==> src/rtl/serial_addsub.sv <==
// serial_addsub
// Digit-serial adder/subtractor. A WIDTH-bit operand pair is processed DIGIT
// bits per clock, least significant digit first, through a single DIGIT-wide
// adder stage and a registered carry. An operation takes WIDTH/DIGIT clocks
// after the accepting edge. The result, carry-out and signed overflow are
// reported together with a one-cycle done pulse.
//
// Ports:
//   clk    rising-edge clock
//   rst    asynchronous reset, active-high
//   start  request a new operation (honoured only in IDLE or DONE)
//   sub    0: a + b + cin, 1: a - b (sampled with start)
//   a, b   WIDTH-bit operands (sampled with start)
//   cin    carry-in for add, ignored when sub=1
//   busy   high while the operation is running
//   done   one-cycle pulse, result outputs valid
//   sum    registered WIDTH-bit result
//   cout   carry out of the MSB (in subtract mode 1 means no borrow)
//   ovf    signed overflow (carry into MSB xor carry out of MSB)
//
// WIDTH must be a multiple of DIGIT.

module serial_addsub #(
    parameter int WIDTH = 16,
    parameter int DIGIT = 4
) (
    input  logic             clk,
    input  logic             rst,
    input  logic             start,
    input  logic             sub,
    input  logic [WIDTH-1:0] a,
    input  logic [WIDTH-1:0] b,
    input  logic             cin,
    output logic             busy,
    output logic             done,
    output logic [WIDTH-1:0] sum,
    output logic             cout,
    output logic             ovf
);

    localparam int NDIG = WIDTH / DIGIT;
    localparam int CW   = (NDIG > 1) ? $clog2(NDIG) : 1;

    typedef enum logic [1:0] {
        IDLE = 2'd0,
        RUN  = 2'd1,
        DONE = 2'd2
    } stateT;

    stateT            stateReg;
    stateT            stateNext;

    logic [WIDTH-1:0] shiftA;
    logic [WIDTH-1:0] shiftB;
    logic [WIDTH-1:0] shiftRes;
    logic [WIDTH-1:0] resNext;
    logic             carry;
    logic [CW-1:0]    digitCnt;

    logic [DIGIT-1:0] digitA;
    logic [DIGIT-1:0] digitB;
    logic [DIGIT-1:0] digitSum;
    logic             digitCout;
    logic             msbCarryIn;
    logic             lastDigit;
    logic             accept;

    // The single ripple stage: low digit of each operand plus the carry
    // left over from the previous digit.
    always_comb begin
        digitA                 = shiftA[DIGIT-1:0];
        digitB                 = shiftB[DIGIT-1:0];
        {digitCout, digitSum}  = {1'b0, digitA} + {1'b0, digitB} + {{DIGIT{1'b0}}, carry};
        // The carry that entered the top bit of this digit is recovered from
        // that bit's sum and operand bits; on the final digit it is the carry
        // into the word MSB used for overflow detection.
        msbCarryIn             = digitSum[DIGIT-1] ^ digitA[DIGIT-1] ^ digitB[DIGIT-1];
        // New digit enters at the MSB end; written as a shift/or so it stays
        // legal when DIGIT equals WIDTH.
        resNext                = (shiftRes >> DIGIT) | (WIDTH'(digitSum) << (WIDTH - DIGIT));
        lastDigit              = (digitCnt == CW'(NDIG - 1));
        accept                 = start && ((stateReg == IDLE) || (stateReg == DONE));
    end

    // State register.
    always_ff @(posedge clk or posedge rst) begin
        if (rst) begin
            stateReg <= IDLE;
        end else begin
            stateReg <= stateNext;
        end
    end

    // Next-state logic. DONE lasts exactly one cycle, which is what makes
    // done a single-cycle pulse and lets start in that cycle chain the next
    // operation without an idle gap.
    always_comb begin
        stateNext = stateReg;
        case (stateReg)
            IDLE: begin
                if (start) begin
                    stateNext = RUN;
                end
            end
            RUN: begin
                if (lastDigit) begin
                    stateNext = DONE;
                end
            end
            DONE: begin
                if (start) begin
                    stateNext = RUN;
                end else begin
                    stateNext = IDLE;
                end
            end
            default: begin
                stateNext = IDLE;
            end
        endcase
    end

    // Datapath. Subtraction is folded into the add by inverting b at accept
    // and forcing the initial carry to one. The visible result registers are
    // only loaded on the final digit so they hold steady while running.
    always_ff @(posedge clk or posedge rst) begin
        if (rst) begin
            shiftA   <= '0;
            shiftB   <= '0;
            shiftRes <= '0;
            carry    <= 1'b0;
            digitCnt <= '0;
            sum      <= '0;
            cout     <= 1'b0;
            ovf      <= 1'b0;
        end else if (accept) begin
            shiftA   <= a;
            shiftB   <= sub ? ~b : b;
            carry    <= sub ? 1'b1 : cin;
            digitCnt <= '0;
        end else if (stateReg == RUN) begin
            shiftA   <= shiftA >> DIGIT;
            shiftB   <= shiftB >> DIGIT;
            shiftRes <= resNext;
            carry    <= digitCout;
            digitCnt <= digitCnt + CW'(1);
            if (lastDigit) begin
                sum  <= resNext;
                cout <= digitCout;
                ovf  <= digitCout ^ msbCarryIn;
            end
        end
    end

    // Status outputs come straight from the state register.
    always_comb begin
        busy = (stateReg == RUN);
        done = (stateReg == DONE);
    end

endmodule
==> config.mk <==
export PLATFORM = sky130hd
export DESIGN_NAME = serial_addsub
export DESIGN_NICKNAME = d
export VERILOG_FILES = /design/src/rtl/serial_addsub.sv
export SDC_FILE = /design/constraint.sdc
export NUM_CORES = 1
export LEC_CHECK = 0
export ABC_CLOCK_PERIOD_IN_PS = 2700
export CORE_MARGIN = 2
export CORE_UTILIZATION = 38
export CTS_BUF_LIST = sky130_fd_sc_hd__clkbuf_8
export CTS_CLUSTER_SIZE = 40
export DETAILED_ROUTE_END_ITERATION = 10
export GPL_TIMING_DRIVEN = 1
export PLACE_DENSITY = 0.63
export SETUP_SLACK_MARGIN = 0.1
export SLEW_MARGIN = 15
export SYNTH_ARGS = -nofsm -noshare
export SYNTH_HDL_FRONTEND = slang
export SYNTH_SLANG_ARGS = --single-unit
==> constraint.sdc <==
create_clock -name clk -period 2.7 [get_ports clk]
set_input_delay 0.405 -clock clk [delete_from_list [all_inputs] [get_ports clk]]
set_output_delay 0.405 -clock clk [all_outputs]
set_load 0.005 [all_outputs]
==> qor.csv, run 1 <==
metric;value;unit
outcome;complete, no violations;
Power Density;1150;nW/µm²
die outline height;92.4;µm
WS Path Type;flop to primary output;
Ports;57;
H-tree Lvls;3;
post_cts resized;0;
synthesis-to-finish area growth;26.7;%
Inserted Diodes;0;
first-pass GRT wire length;9800;µm
crit path capture type;primary output;
hpwl dp;3810;µm
mean post-synth cell area;11.3;µm²
routed vias/inst;4.81;
Seq pwr share;0.403;
# DRC;0;
post-CTS setup buffers;0;
Gate Count Post-Synth;262;
Critical Path Fanout Max;38;
total die area;8530;µm²
Hold Path Class;primary input to asynchronous set/reset pin;
Die W;92.4;µm
Int Pwr;2780;µW
Initial DRC Count;75;
Nets;360;
largest net degree at the start of global routing;39;
row count;32;
P_leak;0.00170;µW
core area;7650;µm²
switching fraction of total power;0.356;
clk slew on worst S/H paths;0.08;ns
vias in the first global route;2034;
routed length per instance;13.1;µm
syn_nets;305;
fin crit share;0.800;
synthesized cell area;2970;µm²
Placer Congestion;0.748;
Final Critical Period;2.16;ns
Tightest Pin Transition;0.566;ns
Placed Instance Area;3570;µm²
critical path required time;2.30;ns
setup TNS;0;ns
Initial Util;0.388;
Total GRT Usage;0.148;
worst vdd ir;0.421;mV
Post-Place Cells;408;
combinational power share;0.410;
CTS hold repair buffers;0;
GR Overflow Total;0;
Skew-Pair Late Insertion Delay;0.34;ns
switching power;1540;µW
CTS Buffer Depth;2;
CP startpoint kind;flop;
maximum clock rate;463;MHz
part of the Yosys area used for sequential elements;0.565;
# port buffers;56;
post-synthesis register bit count;67;
Max-Cap Viols;0;
RSZ-0062 raised after global routing;false;
CTS Buf Count;9;
layout cells sized above 1;0.112;
clock sinks;67;
Hold Fails Final Rpt;0;
CP arrival;1.76;ns
drt first pass iters;4;
Non-Filler Instances;424;
Pins Over Slew Limit;0;
clock power share;0.187;
worst-case clock skew;0.0122;ns
antenna-violating nets left;0;
# setup viols final;0;
Via Count;2041;
initial antenna violation count;0;
TritonCTS clock tree;done;
final WL;5570;µm
clock root cell;clkbuf_8;
Yosys warnings;0;
Worst slew margin;0.623;
final non-filler cell area;3760;µm²
Cell variety after synth;31;
power by group through the flow:
stage                     sequential [µW]  clock [µW]  combinational (µW)
after global placement               1750           0                1740
final                                1740         808                1770
after global routing                 1800         884                2000
after CTS                            1750         831                1800
after detailed placement             1770           0                1800
after floorplan                      1700           0                1340
kinds of logic after synthesis:
| group | Yosys count | synth area share |
|---|---|---|
| fa+ha+maj | 6 | 0.0304 |
| xor+xnor | 21 | 0.0620 |
| buf+inv | 23 | 0.0527 |
| mux | 13 | 0.0493 |
| compound gates | 48 | 0.121 |
| simple gates | 84 | 0.119 |
| flops | 67 | 0.565 |
synth_stat cells:
cell	n	area share
dfrtp_1	67	0.57
nand2_1	63	0.080
xnor2_1	19	0.056
o21ai_0	14	0.024
a221o_1	13	0.044
nor2_1	13	0.016
mux2_2	12	0.046
a22oi_1	11	0.028
buf_2	7	0.012
a22o_1	5	0.015
inv_1	5	0.0063
buf_6	4	0.015
ha_1	4	0.017
nand2b_1	3	0.0063
buf_4	2	0.0051
clkbuf_1	2	0.0025
fa_1	2	0.013
nor2b_1	2	0.0042
xor2_1	2	0.0059
a21o_1	1	0.0025
a21oi_1	1	0.0017
buf_1	1	0.0013
buf_12	1	0.0067
inv_8	1	0.0038
mux2_1	1	0.0038
nand2_4	1	0.0038
nor2_8	1	0.0067
nor3_1	1	0.0017
o211ai_1	1	0.0025
o21ai_1	1	0.0017
o2bb2ai_1	1	0.0030
per-layer routing:
layer  wire length [µm]  track usage
met5                  0            0
met4                 94       0.0485
met3                389       0.0537
met2               2530        0.224
met1               2570        0.197
area by class of cell:
cell class	instances	area, µm²
fill	711	3890
tap	102	128
sequential	67	1680
clock inverter	7	70.1
timing repair buffer	61	598
inverter	6	30.0
multi-input combinational	172	1130
clock buffer	9	124
placed cells by master, fill, tap and decap left out, types with 2 or more instances in the layout:
cell	netlist	final
nor2b_1	2	2
nor2_1	13	13
o21ai_0	14	14
a22oi_1	11	11
dfrtp_1	67	67
xor2_1	2	2
nand2_1	63	63
inv_1	5	5
fa_1	2	2
clkbuf_8	0	9
a22o_1	5	5
nand2b_1	3	3
buf_4	2	5
a221o_1	13	13
xnor2_1	19	19
mux2_2	12	12
clkdlybuf4s50_1	0	56
clkinvlp_4	0	3
ha_1	4	4
final timing paths:
path,end,start,slack (ns),depth (start not counted)
max,busy,stateReg[0],0.54,3
min,sum[3],rst,0.45,3
max reg2reg,ovf,shiftA[0],0.82,8
min reg2reg,shiftRes[4],shiftRes[4],0.47,2
max in group asynchronous,shiftA[0],rst,1.85,3
min in group clk,shiftRes[4],shiftRes[4],0.47,2
critical path, cell delays in order, from the launching register on:
cell,delay (ns)
dfrtp_1,0.43
nand2b_1,0.18
inv_8,0.26
clkdlybuf4s50_1,0.55
through the flow:
step,utilization,hold WS [ns],worst slack (ns),total power [µW]
3_5_place_dp,0.466,0.458,0.808,3560
2_1_floorplan,-,0.439,0.612,3030
5_1_grt,0.492,0.479,0.434,4690
4_1_cts,0.492,0.454,0.510,4380
6_report,0.492,0.451,0.540,4320
3_3_place_gp,0.466,0.453,0.844,3490
flip-flops by register name, indices dropped and copies added, names as in the netlist:
signal,flops
carry,1
cout,1
digitCnt,2
ovf,1
shiftA,16
shiftB,16
shiftRes,12
stateReg,2
sum,16
Power figures use the tool's default switching activity.
==> run 2: changes to the inputs <==
--- a/config.mk
+++ b/config.mk
@@ -5,14 +5,14 @@
 export SDC_FILE = /design/constraint.sdc
 export NUM_CORES = 1
 export LEC_CHECK = 0
-export ABC_CLOCK_PERIOD_IN_PS = 2700
+export ABC_CLOCK_PERIOD_IN_PS = 1800
 export CORE_MARGIN = 2
 export CORE_UTILIZATION = 38
 export CTS_BUF_LIST = sky130_fd_sc_hd__clkbuf_8
 export CTS_CLUSTER_SIZE = 40
 export DETAILED_ROUTE_END_ITERATION = 10
 export GPL_TIMING_DRIVEN = 1
-export PLACE_DENSITY = 0.63
+export PLACE_DENSITY = 0.65
 export SETUP_SLACK_MARGIN = 0.1
 export SLEW_MARGIN = 15
 export SYNTH_ARGS = -nofsm -noshare
==> constraint.sdc (replaced) <==
create_clock -name clk -period 1.8 [get_ports clk]
set_input_delay 0.27 -clock clk [delete_from_list [all_inputs] [get_ports clk]]
set_output_delay 0.27 -clock clk [all_outputs]
set_load 0.005 [all_outputs]
==> run 2 against run 1 <==
Effect of this change: the flow now finishes with violations (setup timing); sequential power rose by 51%; utilization rose by 2.6 points; non-clock buffer count rose by 13; critical endpoint is now ovf.
==> qor.csv, run 2 (synthesized netlist as in run 1, its figures left out) <==
metric;value;unit
P_leak;0.00181;µW
post-place setup slack;-0.00756;ns
final WL;6030;µm
# setup viols final;1;
failing checks;setup timing;
# port buffers;56;
Placer Congestion;0.727;
synthesis-to-finish area growth;33.4;%
fin crit share;1.01;
GR Overflow Total;0;
Ports;57;
routed vias/inst;4.86;
clk slew on worst S/H paths;0.08;ns
post-route setup slack;-0.00991;ns
Post-Place Cells;412;
# DRC;0;
initial antenna violation count;0;
Power Density;1760;nW/µm²
crit path capture type;flop;
Initial Util;0.388;
routed length per instance;13.8;µm
Final Critical Period;1.81;ns
CTS Buffer Depth;2;
final non-filler cell area;3960;µm²
Skew-Pair Late Insertion Delay;0.33;ns
Total GRT Usage;0.156;
Tightest Pin Transition;0.526;ns
Inserted Diodes;0;
Regs by FF count;shiftA (16), shiftB (16), sum (16);
Placed Instance Area;3650;µm²
clock root cell;clkbuf_8;
CP arrival;2.03;ns
drt first pass iters;4;
Non-Filler Instances;438;
row count;32;
fillcell total;682;
Die W;92.4;µm
largest net degree at the start of global routing;35;
Pins Over Slew Limit;0;
TritonCTS clock tree;done;
worst vdd ir;0.614;mV
Via Count;2128;
layout cells sized above 1;0.179;
Initial DRC Count;97;
H-tree Lvls;3;
Worst slew margin;0.648;
Nets;374;
die outline height;92.4;µm
vias in the first global route;2106;
maximum clock rate;553;MHz
antenna-violating nets left;0;
critical path required time;2.02;ns
total die area;8530;µm²
clock sinks;67;
RSZ-0062 raised after global routing;true;
hpwl dp;4020;µm
Max-Cap Viols;0;
outcome;finished, violations left;
commonest non-fill, non-tap cell in the layout;dfrtp_1;
WS Path Type;flop to flop;
CP startpoint kind;flop;
Hold Path Class;primary input to asynchronous set/reset pin;
Critical Path Fanout Max;2;
Final Core Density;0.518;
first-pass GRT wire length;10100;µm
Hold Fails Final Rpt;0;
core area;7650;µm²
worst-case clock skew;0.00924;ns
CTS Buf Count;9;
most frequent cells in the layout;66 x dfrtp_1, 63 x nand2_1, 54 x clkdlybuf4s50_1;
[run 2: routing by layer]
layer  vias up  GRT usage  part of all wire
met2        70      0.234              0.45
met4         0     0.0622             0.017
li1       1029          -                 -
met5         -          0                 0
met1      1019      0.210              0.46
met3        10     0.0496             0.067
[run 2: layout make-up]
| class | instances | area [µm²] | share of cell area |
|---|---|---|---|
| Clock buffer | 10 | 138 | 0.0348 |
| Clock inverter | 6 | 41.3 | 0.0104 |
| Inverter | 6 | 42.5 | 0.0107 |
| Multi-Input combinational cell | 172 | 1180 | 0.299 |
| Sequential cell | 67 | 1680 | 0.424 |
| Tap cell | 102 | 128 | 0.0322 |
| Timing Repair Buffer | 74 | 738 | 0.187 |
| Timing Repair inverter | 1 | 8.76 | 0.00221 |
[run 2: through the flow]
| step | hold slack [ns] | setup TNS [ns] | total power, µW |
|---|---|---|---|
| floorplan | 0.410 | 0 | 4580 |
| CTS | 0.327 | 0 | 6880 |
| global route | 0.347 | -0.161 | 7520 |
| global placement | 0.455 | 0 | 5350 |
| finish | 0.328 | -0.00991 | 6970 |
| detailed placement | 0.458 | -0.00756 | 5480 |
[run 2: final timing paths]
check                       startpoint      endpoint  slack, ns  depth (start not counted)
hold / removal                     rst  shiftRes[11]       0.33                          2
setup / recovery             shiftA[0]           ovf      -0.01                          8
min in group clk           shiftRes[7]   shiftRes[7]       0.47                          2
max in group asynchronous          rst   stateReg[0]       0.97                          3
hold reg to reg            shiftRes[7]   shiftRes[7]       0.47                          2
setup reg to reg             shiftA[0]           ovf      -0.01                          8
[run 2: worst max-delay path: stages (launching register included)]
cell       delay (ns)
dfrtp_1          0.41
fa_2             0.41
inv_2            0.06
fa_2             0.20
nand2b_4         0.14
o2bb2ai_4        0.12
xnor2_2          0.14
xnor2_1          0.14
o21ai_1          0.07
[run 2: timing repair]
action,4_1_cts,5_1_grt
pin swaps,2,2
hold buffers,0,0
hold endpoints to repair,0,0
setup buffers,4,5
gates resized for setup,10,4
setup endpoints to repair,3,6
gates cloned,1,0
[run 2: report_power, final]
group / switching [µW] / internal, µW / leakage, µW
Combinational: 1540 / 1700 / 0.000880
Clock: 579 / 534 / 0.0000843
Sequential: 422 / 2200 / 0.000843
==> run 3: changes to the inputs <==
--- a/config.mk
+++ b/config.mk
@@ -5,7 +5,6 @@
 export SDC_FILE = /design/constraint.sdc
 export NUM_CORES = 1
 export LEC_CHECK = 0
-export ABC_CLOCK_PERIOD_IN_PS = 1800
 export CORE_MARGIN = 2
 export CORE_UTILIZATION = 38
 export CTS_BUF_LIST = sky130_fd_sc_hd__clkbuf_8
==> results of run 3 <==
The final DEF is identical to that of run 2; final timing and power are the same.
